<file path="config.mk">
export PLATFORM = sky130hd
export DESIGN_NAME = and_unit
export DESIGN_NICKNAME = d
export VERILOG_FILES = /design/src/rtl/and_unit.sv
export SDC_FILE = /design/constraint.sdc
export NUM_CORES = 1
export LEC_CHECK = 0
export ABC_AREA = 1
export CELL_PAD_IN_SITES_DETAIL_PLACEMENT = 0
export CELL_PAD_IN_SITES_GLOBAL_PLACEMENT = 2
export CORE_UTILIZATION = 16
export DETAILED_ROUTE_END_ITERATION = 8
export GPL_TIMING_DRIVEN = 0
export PLACE_DENSITY = 0.87
export SETUP_SLACK_MARGIN = 0.5
export SLEW_MARGIN = 15
export SYNTH_ARGS = -nofsm -noshare
export SYNTH_HDL_FRONTEND = slang
export SYNTH_SLANG_ARGS = --single-unit
</file>
<file path="constraint.sdc">
create_clock -name clk -period 0.9 [get_ports clk]
set_input_delay 0.135 -clock clk [delete_from_list [all_inputs] [get_ports clk]]
set_output_delay 0.135 -clock clk [all_outputs]
set_load 0.05 [all_outputs]
</file>
<file path="src/rtl/and_unit.sv">
// 64-bit registered bitwise AND unit for the Y86-64 execute stage.
// Build macro AND_UNIT_FLAGS_EN enables the registered ZF/SF condition-code outputs.
module and_unit (
  input  logic        clk,
  input  logic        rst_n,
  input  logic        in_valid,
  input  logic [63:0] in1,
  input  logic [63:0] in2,
  output logic [63:0] out,
  output logic        out_valid,
  output logic        zf,
  output logic        sf,
  output logic        of
);

  logic [63:0] and_res;

  // One independent cell per bit; AND has no carry chain.
  for (genvar i = 0; i < 64; i++) begin : g_bit
    assign and_res[i] = in1[i] & in2[i];
  end

  // out holds its last value when idle; out_valid only marks a fresh result.
  always_ff @(posedge clk) begin
    if (!rst_n) begin
      out       <= 64'h0;
      out_valid <= 1'b0;
    end else begin
      out_valid <= in_valid;
      if (in_valid) begin
        out <= and_res;
      end
    end
  end

`ifdef AND_UNIT_FLAGS_EN
  logic zf_q;
  logic sf_q;

  // Flags come from the same combinational result as out, so they never disagree.
  always_ff @(posedge clk) begin
    if (!rst_n) begin
      zf_q <= 1'b1;
      sf_q <= 1'b0;
    end else if (in_valid) begin
      zf_q <= (and_res == 64'h0);
      sf_q <= and_res[63];
    end
  end

  assign zf = zf_q;
  assign sf = sf_q;
`else
  assign zf = 1'b0;
  assign sf = 1'b0;
`endif

  // AND can never overflow.
  assign of = 1'b0;

endmodule

</file>
==> summary.md, run 1 <==
| Metric | Value |
|---|---|
| Outcome | `complete, but fails checks` |
| Violated checks | `negative setup slack` |
| Die width | `133 um` |
| Setup repair after global routing missed its margin | `true` |
| Distinct cell type count after synthesis | `9` |
| Critical path capture point type | `primary output` |
| Crit Reg-Reg Endpoint | `out[53]` |
| R2R Setup Slk | `0.13 ns` |
| Largest net degree at the start of global routing | `11` |
| Total CTS buffers | `9` |
| Vias per std cell | `3.72` |
| Antenna violations before repair | `0` |
| Leakage | `3.34 nW` |
| Routed WL | `10200 um` |
| Number of global-route vias before repair | `3212` |
| Post-layout minimum cycle time | `0.973 ns` |
| Worst setup path start | `out[57]` |
| Worst Hold Class | `primary input to flop` |
| Uppermost layer routed | `met4` |
| Largest cells by area after synthesis | `sky130_fd_sc_hd__dfxtp_1 47%, sky130_fd_sc_hd__nand2_1 26%, sky130_fd_sc_hd__nand3_1 12%, sky130_fd_sc_hd__inv_1 8.7%, sky130_fd_sc_hd__buf_6 2.4%` |
| Maximum capacitance violations | `0` |
| Sequential cell area fraction in the yosys report | `0.471` |
| Number of failing setup endpoints in the final timing report | `65` |
| Worst R2R Path Depth | `4` |
| Remaining antenna violation count after routing | `0` |
| Top cell family by delay on the critical path | `flip-flops` |
| Core footprint | `16700 sq um` |
| Number of max-slew violations in the final report | `0` |
| Overall routing resource usage | `0.113` |
| Worst vdd ir | `747 uV` |
| # H-tree levels | `3` |
| Worst skew pair latency | `0.33 ns` |
| Flop and latch count out of synthesis | `65` |
| Largest stage delay, worst path | `0.36 ns` |
| Clock transition time at the flip-flop clock pins of the worst setup and hold paths | `0.05 ns` |
| Die Outline Area | `17800 sq um` |
| Critical-path maximum fanout | `2` |
| Cell type with the highest aggregate area in the netlist | `sky130_fd_sc_hd__dfxtp_1` |
| Met1 Routed Length | `4110 um` |
| Number of placement rows | `47` |
| Detailed-router iteration count before antenna repair | `4` |
| Placer's final routability congestion estimate | `0.713` |
| Initial core utilization | `0.165` |
| Power density cells | `1200 nW/um^2` |
| Startpoint Class | `flop` |
| Iter 0 DRT Violations | `46` |
| Fraction of layout cells with a size suffix above 1 | `0.425` |
| Worst path slowest cell | `sky130_fd_sc_hd__dfxtp_4` |
| Netlist area before placement | `2760 sq um` |
| Final Cycle Share | `1.08` |
| Remaining Overflow, GRT | `0` |
| Clock Sinks | `65` |
| Required time worst endpoint | `0.76 ns` |
| Met3 wire len | `982 um` |
| Crit Reg-Reg Startpoint | `out[53]` |
| Clock tree buffer depth | `2` |
| Detailed-placement wirelength estimate | `7340 um` |
| Yosys warns | `0` |
| Post-route worst setup slack | `-0.0733 ns` |
| Data arrival time at the worst-slack endpoint | `0.84 ns` |
| Critical path depth in cells | `1` |
| Count of buffers from port buffering | `195` |
| Last element of the critical path | `out[57]` |
| Clock tree from TritonCTS | `yes` |
| Synthesized area divided by synthesized cell count | `6.70 sq um` |
| Leading cell type in the layout, fill and taps excluded | `sky130_fd_sc_hd__nand2_1` |
| Fraction of post-synthesis cell area in the top cell type by area | `0.471` |
| Clock root cell | `sky130_fd_sc_hd__clkbuf_16` |
| Vertical die dimension | `133 um` |
| Non-filler cells, final | `891` |
| Max Clk Rate | `1030 MHz` |
| Hold_ws | `0.120 ns` |
| Gate count after technology mapping | `412` |
| Final #Nets | `797` |
| Sum of buffers and inverters on the critical path | `1` |
| Hold violation total from the final report | `0` |
| Number of buffers inserted for hold repair after clock tree synthesis | `0` |
| Highest-count cells in the layout ignoring fill and taps | `189 x sky130_fd_sc_hd__nand2_1, 125 x sky130_fd_sc_hd__clkdlybuf4s50_1, 70 x sky130_fd_sc_hd__buf_8` |
| Setup clock skew after layout | `0 ns` |
| Worst Path Class, Setup | `flop to primary output` |
| WL met2 | `4970 um` |
| Total inserted antenna cells | `0` |
| Number of primary I/O pins | `199` |
| Placed instance count | `829` |
| Routed wire per std cell | `11.4 um` |
| Ordered list of cells on the worst path | `buf_8` |
| DR DRC count | `0` |
| Wire length of the first global-routing pass | `15700 um` |
| Area added between synthesis and finish | `146%` |
| Via count of the routed design | `3315` |
worst min path at each step:
stage                        start  slack [ns]      end  cells past startpoint
after detailed placement   out[55]        0.45  out[55]                      2
after global placement     out[61]        0.44  out[61]                      2
after CTS                 in_valid        0.16   out[0]                      4
after global routing       in1[63]        0.16  out[63]                      5
final                      in2[17]        0.12  out[17]                      5
after floorplan            in2[10]        0.31  out[10]                      4
per-layer routing:
| metal | up-vias | global-route usage |
|---|---|---|
| met2 | 134 | 0.198 |
| met5 | - | 0 |
| met4 | 0 | 0.0341 |
| met3 | 9 | 0.0498 |
| li1 | 1736 | - |
| met1 | 1436 | 0.123 |
cells in the mapped netlist:
master	n
sky130_fd_sc_hd__nand2_1	193
sky130_fd_sc_hd__dfxtp_1	65
sky130_fd_sc_hd__inv_1	64
sky130_fd_sc_hd__nand3_1	64
sky130_fd_sc_hd__buf_2	13
sky130_fd_sc_hd__buf_6	6
sky130_fd_sc_hd__buf_4	4
sky130_fd_sc_hd__inv_2	2
sky130_fd_sc_hd__conb_1	1
worst register-to-register path, cell delays in order, from the launching register on:
cell and delay, ns:
sky130_fd_sc_hd__dfxtp_4 0.35, sky130_fd_sc_hd__buf_6 0.11, sky130_fd_sc_hd__buf_6 0.10, sky130_fd_sc_hd__nand3_2 0.05, sky130_fd_sc_hd__nand2_1 0.05
layout make-up:
| type | count | area, sq um |
|---|---|---|
| multi-input combinational | 260 | 1390 |
| inverter | 66 | 253 |
| clock buffer | 11 | 233 |
| buffer | 23 | 269 |
| timing repair buffer | 241 | 2810 |
| fill | 1679 | 9910 |
| sequential | 65 | 1550 |
| clock inverter | 5 | 22.5 |
| tap | 220 | 275 |
state kept, by name, summed over array words and instances (netlist names):
signal,flops
out,64
out_valid,1
power breakdown:
| part | switching [mW] | leakage (nW) | total [mW] | internal, mW |
|---|---|---|---|---|
| Clock | 1.21 | 0.128 | 3.03 | 1.83 |
| Combinational | 0.951 | 2.63 | 2.10 | 1.15 |
| Sequential | 0.122 | 0.578 | 3.01 | 2.89 |
| Total | 2.28 | 3.34 | 8.15 | 5.87 |
per-stage QoR:
step	worst slack (ns)	cell area [sq um]	power (mW)	setup TNS, ns	utilization
6_report	-0.0733	6790	8.15	-3.91	0.407
5_1_grt	-0.108	6790	8.59	-6.16	0.407
4_1_cts	-0.0928	6310	8.16	-5.56	0.378
3_5_place_dp	-0.496	5370	4.75	-51.88	0.322
3_3_place_gp	-0.477	5370	4.73	-51.08	0.322
2_1_floorplan	0.238	3140	3.84	0	-
cells by family (layout without fill, tap and decap cells):
family	Yosys count	after routing	share of synthesized area
flip-flops	65	65	0.471
buffers and inverters	89	346	0.149
AND/OR/NAND/NOR	257	257	0.379
other	1	3	0.00136
repair_timing:
| action | 4_1_cts | 5_1_grt |
|---|---|---|
| buffers inserted | 8 | 37 |
| endpoints found under the setup margin | 130 | 129 |
| cloned | 0 | 1 |
| pin swaps | 24 | 46 |
| resized for setup | 596 | 53 |
Power figures use the tool's default switching activity.
==> run 2: changes to the inputs <==
--- a/config.mk
+++ b/config.mk
@@ -8,8 +8,10 @@
 export ABC_AREA = 1
 export CELL_PAD_IN_SITES_DETAIL_PLACEMENT = 0
 export CELL_PAD_IN_SITES_GLOBAL_PLACEMENT = 2
+export CORE_ASPECT_RATIO = 1.2
 export CORE_UTILIZATION = 16
 export DETAILED_ROUTE_END_ITERATION = 8
+export GPL_ROUTABILITY_DRIVEN = 1
 export GPL_TIMING_DRIVEN = 0
 export PLACE_DENSITY = 0.87
 export SETUP_SLACK_MARGIN = 0.5
==> run 2 against run 1 <==
The run still ends with negative setup slack left. Register-to-register slack barely moved. Combinational power barely moved. Die area is essentially flat. Largest cell class unchanged. Largest power group unchanged. Highest routed layer unchanged.
==> summary.md, run 2 (synthesis gave the netlist of run 1 again) <==
| Metric | Value |
|---|---|
| Largest net degree at the start of global routing | `12 (+1)` |
| Number of placement rows | `52 (+11%)` |
| Total CTS buffers | `9 (unchanged)` |
| Die Outline Area | `17800 sq um (about the same)` |
| Maximum capacitance violations | `0 (unchanged)` |
| Count of buffers from port buffering | `195 (unchanged)` |
| Routed wire per std cell | `11.3 um (-0.74%)` |
| Critical path capture point type | `primary output` |
| DR DRC count | `0 (unchanged)` |
| Post-place instance area | `5370 sq um (about the same)` |
| Clock tree from TritonCTS | `yes` |
| Worst skew pair latency | `0.33 ns (about the same)` |
| Setup clock skew after layout | `0 ns (unchanged)` |
| Highest-count cells in the layout ignoring fill and taps | `190 x sky130_fd_sc_hd__nand2_1, 122 x sky130_fd_sc_hd__clkdlybuf4s50_1, 68 x sky130_fd_sc_hd__buf_8` |
| Max Clk Rate | `1030 MHz (about the same)` |
| Final Cycle Share | `1.08 (about the same)` |
| Post-route core utilization | `0.405 (-0.00140)` |
| Final #Nets | `797 (unchanged)` |
| Worst path slowest cell | `sky130_fd_sc_hd__dfxtp_4` |
| Worst Hold Class | `primary input to flop` |
| Initial core utilization | `0.164 (-0.00147)` |
| Top cell family by delay on the critical path | `flip-flops` |
| Placer's final routability congestion estimate | `0.696 (-2.4%)` |
| Leading cell type in the layout, fill and taps excluded | `sky130_fd_sc_hd__nand2_1` |
| Core footprint | `16900 sq um (+0.90%)` |
| Post-layout minimum cycle time | `0.974 ns (+0.000256 ns)` |
| Outcome | `complete, but fails checks` |
| Startpoint Class | `flop` |
| Number of failing setup endpoints in the final timing report | `65 (unchanged)` |
| Clock tree buffer depth | `2 (unchanged)` |
| # H-tree levels | `3 (unchanged)` |
| Violated checks | `negative setup slack` |
| Sum Neg Setup Slack | `-4.24 ns (-0.331 ns)` |
| Vias per std cell | `3.80 (+2.2%)` |
| Number of primary I/O pins | `199 (unchanged)` |
| Critical-path maximum fanout | `2 (unchanged)` |
| Worst Path Class, Setup | `flop to primary output` |
| Register with the highest flop count | `out` |
| Antenna violations before repair | `0 (unchanged)` |
| Sum of buffers and inverters on the critical path | `1 (unchanged)` |
| Number of max-slew violations in the final report | `0 (unchanged)` |
| Remaining Overflow, GRT | `0 (unchanged)` |
| Vertical die dimension | `146 um (+9.4%)` |
| Remaining antenna violation count after routing | `0 (unchanged)` |
| Via count of the routed design | `3373 (+1.7%)` |
| Number of global-route vias before repair | `3423 (+6.6%)` |
| Largest stage delay, worst path | `0.36 ns (about the same)` |
| Max reg flops | `64 (unchanged)` |
| Ordered list of cells on the worst path | `buf_8` |
| Required time worst endpoint | `0.76 ns (about the same)` |
| Power density cells | `1280 nW/um^2 (+7.0%)` |
| Regs by FF count | `out: 64 flops, out_valid: 1 flops` |
| Overall routing resource usage | `0.113 (-0.000673)` |
| Area added between synthesis and finish | `148%` |
| Total inserted antenna cells | `0 (unchanged)` |
| Clock transition time at the flip-flop clock pins of the worst setup and hold paths | `0.06 ns (about the same)` |
| Hold violation total from the final report | `0 (unchanged)` |
| Wire length of the first global-routing pass | `15500 um (-0.96%)` |
| Routed WL | `10100 um (-1.2%)` |
| Fraction of layout cells with a size suffix above 1 | `0.422 (-0.00298)` |
| Data arrival time at the worst-slack endpoint | `0.84 ns (about the same)` |
| Number of buffers inserted for hold repair after clock tree synthesis | `0 (unchanged)` |
| Detailed-router iteration count before antenna repair | `4 (unchanged)` |
| Clock root cell | `sky130_fd_sc_hd__clkbuf_16` |
| Worst vdd ir | `564 uV (-24%)` |
| R2R Setup Slk | `0.14 ns (about the same)` |
| Detailed-placement wirelength estimate | `7200 um (-1.9%)` |
| Clock Sinks | `65 (unchanged)` |
| Die width | `122 um (-8.6%)` |
| Setup repair after global routing missed its margin | `true` |
| Iter 0 DRT Violations | `62 (+35%)` |
| Post-Layout Inst Area | `6830 sq um (+0.55%)` |
| Leakage | `3.40 nW (+1.7%)` |
| Post-route worst setup slack | `-0.0735 ns (-0.000256 ns)` |
==> run 2: routing by layer <==
metal,wire [um],vias to the layer above,track usage
met3,720,17,0.0333
met5,0,-,0
met2,5250,116,0.203
li1,-,1737,-
met1,3810,1503,0.111
met4,272,0,0.0685
==> run 2: path summary, 6_finish.rpt <==
path | startpoint | endpoint | depth (start not counted)
setup / recovery | out[35] | out[35] | 1
hold / removal | in1[61] | out[61] | 5
setup reg to reg | out[52] | out[52] | 4
hold reg to reg | out[1] | out[1] | 2
==> run 2: layout make-up <==
| type | count | area, sq um |
|---|---|---|
| Sequential cell | 65 | 1550 |
| Timing Repair Buffer | 241 | 2800 |
| Fill cell | 1676 | 10000 |
| Buffer | 23 | 270 |
| Tap cell | 216 | 270 |
| Inverter | 66 | 250 |
| Clock inverter | 7 | 85.1 |
| Clock buffer | 9 | 225 |
| Multi-Input combinational cell | 260 | 1390 |
==> run 2: where the power goes <==
part | total (mW) | leakage, nW | switching [mW] | internal [mW]
combinational | 2.08 | 2.67 | 0.945 | 1.14
clock | 3.68 | 0.152 | 1.28 | 2.39
sequential | 3.01 | 0.578 | 0.122 | 2.89
total | 8.77 | 3.40 | 2.35 | 6.42
==> run 2: metrics by stage <==
stage / hold slack [ns] / instances / worst slack (ns) / power (mW)
floorplan: 0.308 / 414 / 0.238 / 3.84
global placement: 0.443 / 825 / -0.501 / 4.73
detailed placement: 0.448 / 825 / -0.509 / 4.74
CTS: 0.161 / 851 / -0.0945 / 8.79
global route: 0.135 / 887 / -0.110 / 9.19
finish: 0.101 / 887 / -0.0735 / 8.77
==> run 2: repair_timing <==
item | 4_1_cts | 5_1_grt
endpoints found under the setup margin | 130 | 129
pin swaps | 17 | 55
buffers inserted | 10 | 36
cloned | 0 | 0
resized for setup | 596 | 51
==> run 3: changes to the inputs <==
--- a/config.mk
+++ b/config.mk
@@ -9,11 +9,14 @@
 export CELL_PAD_IN_SITES_DETAIL_PLACEMENT = 0
 export CELL_PAD_IN_SITES_GLOBAL_PLACEMENT = 2
 export CORE_ASPECT_RATIO = 1.2
-export CORE_UTILIZATION = 16
+export CORE_MARGIN = 5
+export CORE_UTILIZATION = 17
+export CTS_BUF_LIST = sky130_fd_sc_hd__clkbuf_4 sky130_fd_sc_hd__clkbuf_8
+export CTS_CLUSTER_SIZE = 14
 export DETAILED_ROUTE_END_ITERATION = 8
 export GPL_ROUTABILITY_DRIVEN = 1
 export GPL_TIMING_DRIVEN = 0
-export PLACE_DENSITY = 0.87
+export PLACE_DENSITY = 0.91
 export SETUP_SLACK_MARGIN = 0.5
 export SLEW_MARGIN = 15
 export SYNTH_ARGS = -nofsm -noshare
==> run 3 against run 2 <==
Non-clock buffer count did not move. Power shrank 18%. Sequential cell count unchanged. Clock power is 43% lower. Clock skew did not move. Global-route usage decreased by 0.33 points. Largest cell class unchanged. Sequential power barely moved. Critical path depth did not move. The run still ends with negative setup slack left. Clock-buffer cell count is 1 higher. First-iteration DRC count is 23% higher. Fmax down 2.3%.
==> summary.md, run 3 (synthesis gave the netlist of run 1 again) <==
| Metric | Value |
|---|---|
| Outcome | `complete, but fails checks` |
| Violated checks | `negative setup slack` |
| Post-route worst setup slack | `-0.0968 ns (-0.0233 ns)` |
| Hold_ws | `0.162 ns (+0.0614 ns)` |
| Switching power as a share of total power | `0.303 (+0.0349)` |
| Cell internal pwr | `4.99 mW (-22%)` |
| Worst Hold Class | `primary input to flop` |
| Detailed-router iteration count before antenna repair | `4 (unchanged)` |
| Max reg flops | `64 (unchanged)` |
| # H-tree levels | `3 (unchanged)` |
| Count of fill cells added during filler insertion | `1657 (-1.1%)` |
| Vias per std cell | `3.79 (-0.45%)` |
| Clock tree buffer depth | `2 (unchanged)` |
| Antenna violations before repair | `0 (unchanged)` |
| Maximum capacitance violations | `0 (unchanged)` |
| Die width | `126 um (+3.6%)` |
| Detailed-placement wirelength estimate | `8010 um (+11%)` |
| Count of buffers from port buffering | `195 (unchanged)` |
| Worst skew pair latency | `0.34 ns (about the same)` |
| Clock tree from TritonCTS | `yes` |
| Worst path slowest cell | `sky130_fd_sc_hd__dfxtp_4` |
| DR DRC count | `0 (unchanged)` |
| Via count of the routed design | `3335 (-1.1%)` |
| Number of placement rows | `51 (-1.9%)` |
| Iter 0 DRT Violations | `76 (+23%)` |
| Clock transition time at the flip-flop clock pins of the worst setup and hold paths | `0.07 ns (about the same)` |
| Setup repair after global routing missed its margin | `true` |
| Final Cycle Share | `1.11 (+0.0259)` |
| Clock root cell | `sky130_fd_sc_hd__clkbuf_8` |
| Placer's final routability congestion estimate | `0.761 (+9.2%)` |
| Post-place instance area | `5360 sq um (about the same)` |
| Critical path capture point type | `primary output` |
| Leading cell type in the layout, fill and taps excluded | `sky130_fd_sc_hd__nand2_1` |
| Worst Path Class, Setup | `flop to primary output` |
| Remaining antenna violation count after routing | `0 (unchanged)` |
| Post-Layout Inst Area | `6590 sq um (-3.6%)` |
| Total CTS buffers | `9 (unchanged)` |
| Routed wire per std cell | `12.0 um (+5.7%)` |
| Setup clock skew after layout | `0 ns (unchanged)` |
| Number of primary I/O pins | `199 (unchanged)` |
| Data arrival time at the worst-slack endpoint | `0.86 ns (+0.02 ns)` |
| Register with the highest flop count | `out` |
| Routed WL | `10600 um (+5.0%)` |
| Max Clk Rate | `1000 MHz (-2.3%)` |
| Switching power of the nets | `2.17 mW (-7.7%)` |
| Area added between synthesis and finish | `139%` |
| Wire length of the first global-routing pass | `16600 um (+6.6%)` |
| Largest net degree at the start of global routing | `11 (-1)` |
| Hold violation total from the final report | `0 (unchanged)` |
| Required time worst endpoint | `0.76 ns (about the same)` |
| Power density cells | `1090 nW/um^2 (-15%)` |
| Remaining Overflow, GRT | `0 (unchanged)` |
| Vertical die dimension | `150 um (+2.5%)` |
| Multi-input gate area in the final layout | `1350 sq um (-2.5%)` |
| Number of max-slew violations in the final report | `0 (unchanged)` |
| Initial core utilization | `0.172 (+0.00785)` |
| Storage element area | `1550 sq um (unchanged)` |
| Sum of buffers and inverters on the critical path | `1 (unchanged)` |
| Overall routing resource usage | `0.109 (-0.00329)` |
| Largest stage delay, worst path | `0.37 ns (about the same)` |
| Core footprint | `16100 sq um (-4.6%)` |
| Combinational share of power | `0.288 (+0.051)` |
| Number of failing setup endpoints in the final timing report | `65 (unchanged)` |
| Worst vdd ir | `431 uV (-24%)` |
| Regs by FF count | `out: 64 flops, out_valid: 1 flops` |
| Top cell family by delay on the critical path | `flip-flops` |
| Final #Nets | `797 (unchanged)` |
| Total inserted antenna cells | `0 (unchanged)` |
| Highest-count cells in the layout ignoring fill and taps | `192 x sky130_fd_sc_hd__nand2_1, 128 x sky130_fd_sc_hd__clkdlybuf4s50_1, 68 x sky130_fd_sc_hd__buf_8` |
| Fraction of layout cells with a size suffix above 1 | `0.413 (-0.00920)` |
| Number of global-route vias before repair | `3482 (+1.7%)` |
| Ordered list of cells on the worst path | `buf_8` |
| Seq pwr share | `0.419 (+0.076)` |
| Leakage | `3.26 nW (-4.0%)` |
| Clock share of power | `0.293 (-0.126)` |
| Startpoint Class | `flop` |
| Number of buffers inserted for hold repair after clock tree synthesis | `0 (unchanged)` |
| Post-layout minimum cycle time | `0.997 ns (+0.0233 ns)` |
| Critical-path maximum fanout | `2 (unchanged)` |
| Die Outline Area | `18900 sq um (+6.3%)` |
| Clock Sinks | `65 (unchanged)` |
-- run 3: per-stage QoR --
step / power [mW] / setup TNS, ns / setup slack, ns / std cells / utilization
after CTS: 7.21 / -7.76 / -0.125 / 849 / 0.383
after global routing: 7.62 / -8.85 / -0.149 / 881 / 0.410
after global placement: 4.73 / -51.57 / -0.471 / 821 / 0.333
after floorplan: 3.84 / 0 / 0.238 / 414 / -
after detailed placement: 4.74 / -53.00 / -0.503 / 821 / 0.333
final: 7.16 / -5.25 / -0.0968 / 881 / 0.410
-- run 3: final cells by class --
| type | count | area share |
|---|---|---|
| Multi-Input combinational cell | 260 | 0.206 |
| Timing Repair Buffer | 241 | 0.421 |
| Inverter | 66 | 0.0380 |
| Sequential cell | 65 | 0.235 |
| Buffer | 23 | 0.0369 |
| Clock buffer | 10 | 0.0200 |
| Tap cell | 212 | 0.0403 |
| Clock inverter | 4 | 0.00342 |
-- run 3: repair_timing --
item	CTS	global route
buffers inserted	14	32
pin swaps	10	34
setup endpoints to repair	130	129
resized for setup	576	49
-- run 3: routing by layer --
metal,wire (um),vias to the layer above,global-route usage
li1,-,1725,-
met1,4000,1483,0.115
met2,5530,117,0.194
met3,901,10,0.0464
met4,121,0,0.0402
met5,0,-,0
-- run 3: path summary, 6_finish.rpt --
kind              startpoint       to  slack, ns  cells past startpoint
hold reg to reg      out[56]  out[56]       0.47                      2
hold / removal      in_valid   out[0]       0.16                      4
setup reg to reg      out[3]   out[3]       0.13                      4
setup / recovery     out[44]  out[44]       -0.1                      1
-- run 3: power groups by stage --
stage,clock network [mW],registers [mW],logic (mW)
floorplan,0,3.42,0.420
CTS,2.27,3.00,1.94
global route,2.41,3.02,2.20
detailed placement,0,3.01,1.73
finish,2.10,3.00,2.06
global placement,0,3.00,1.72
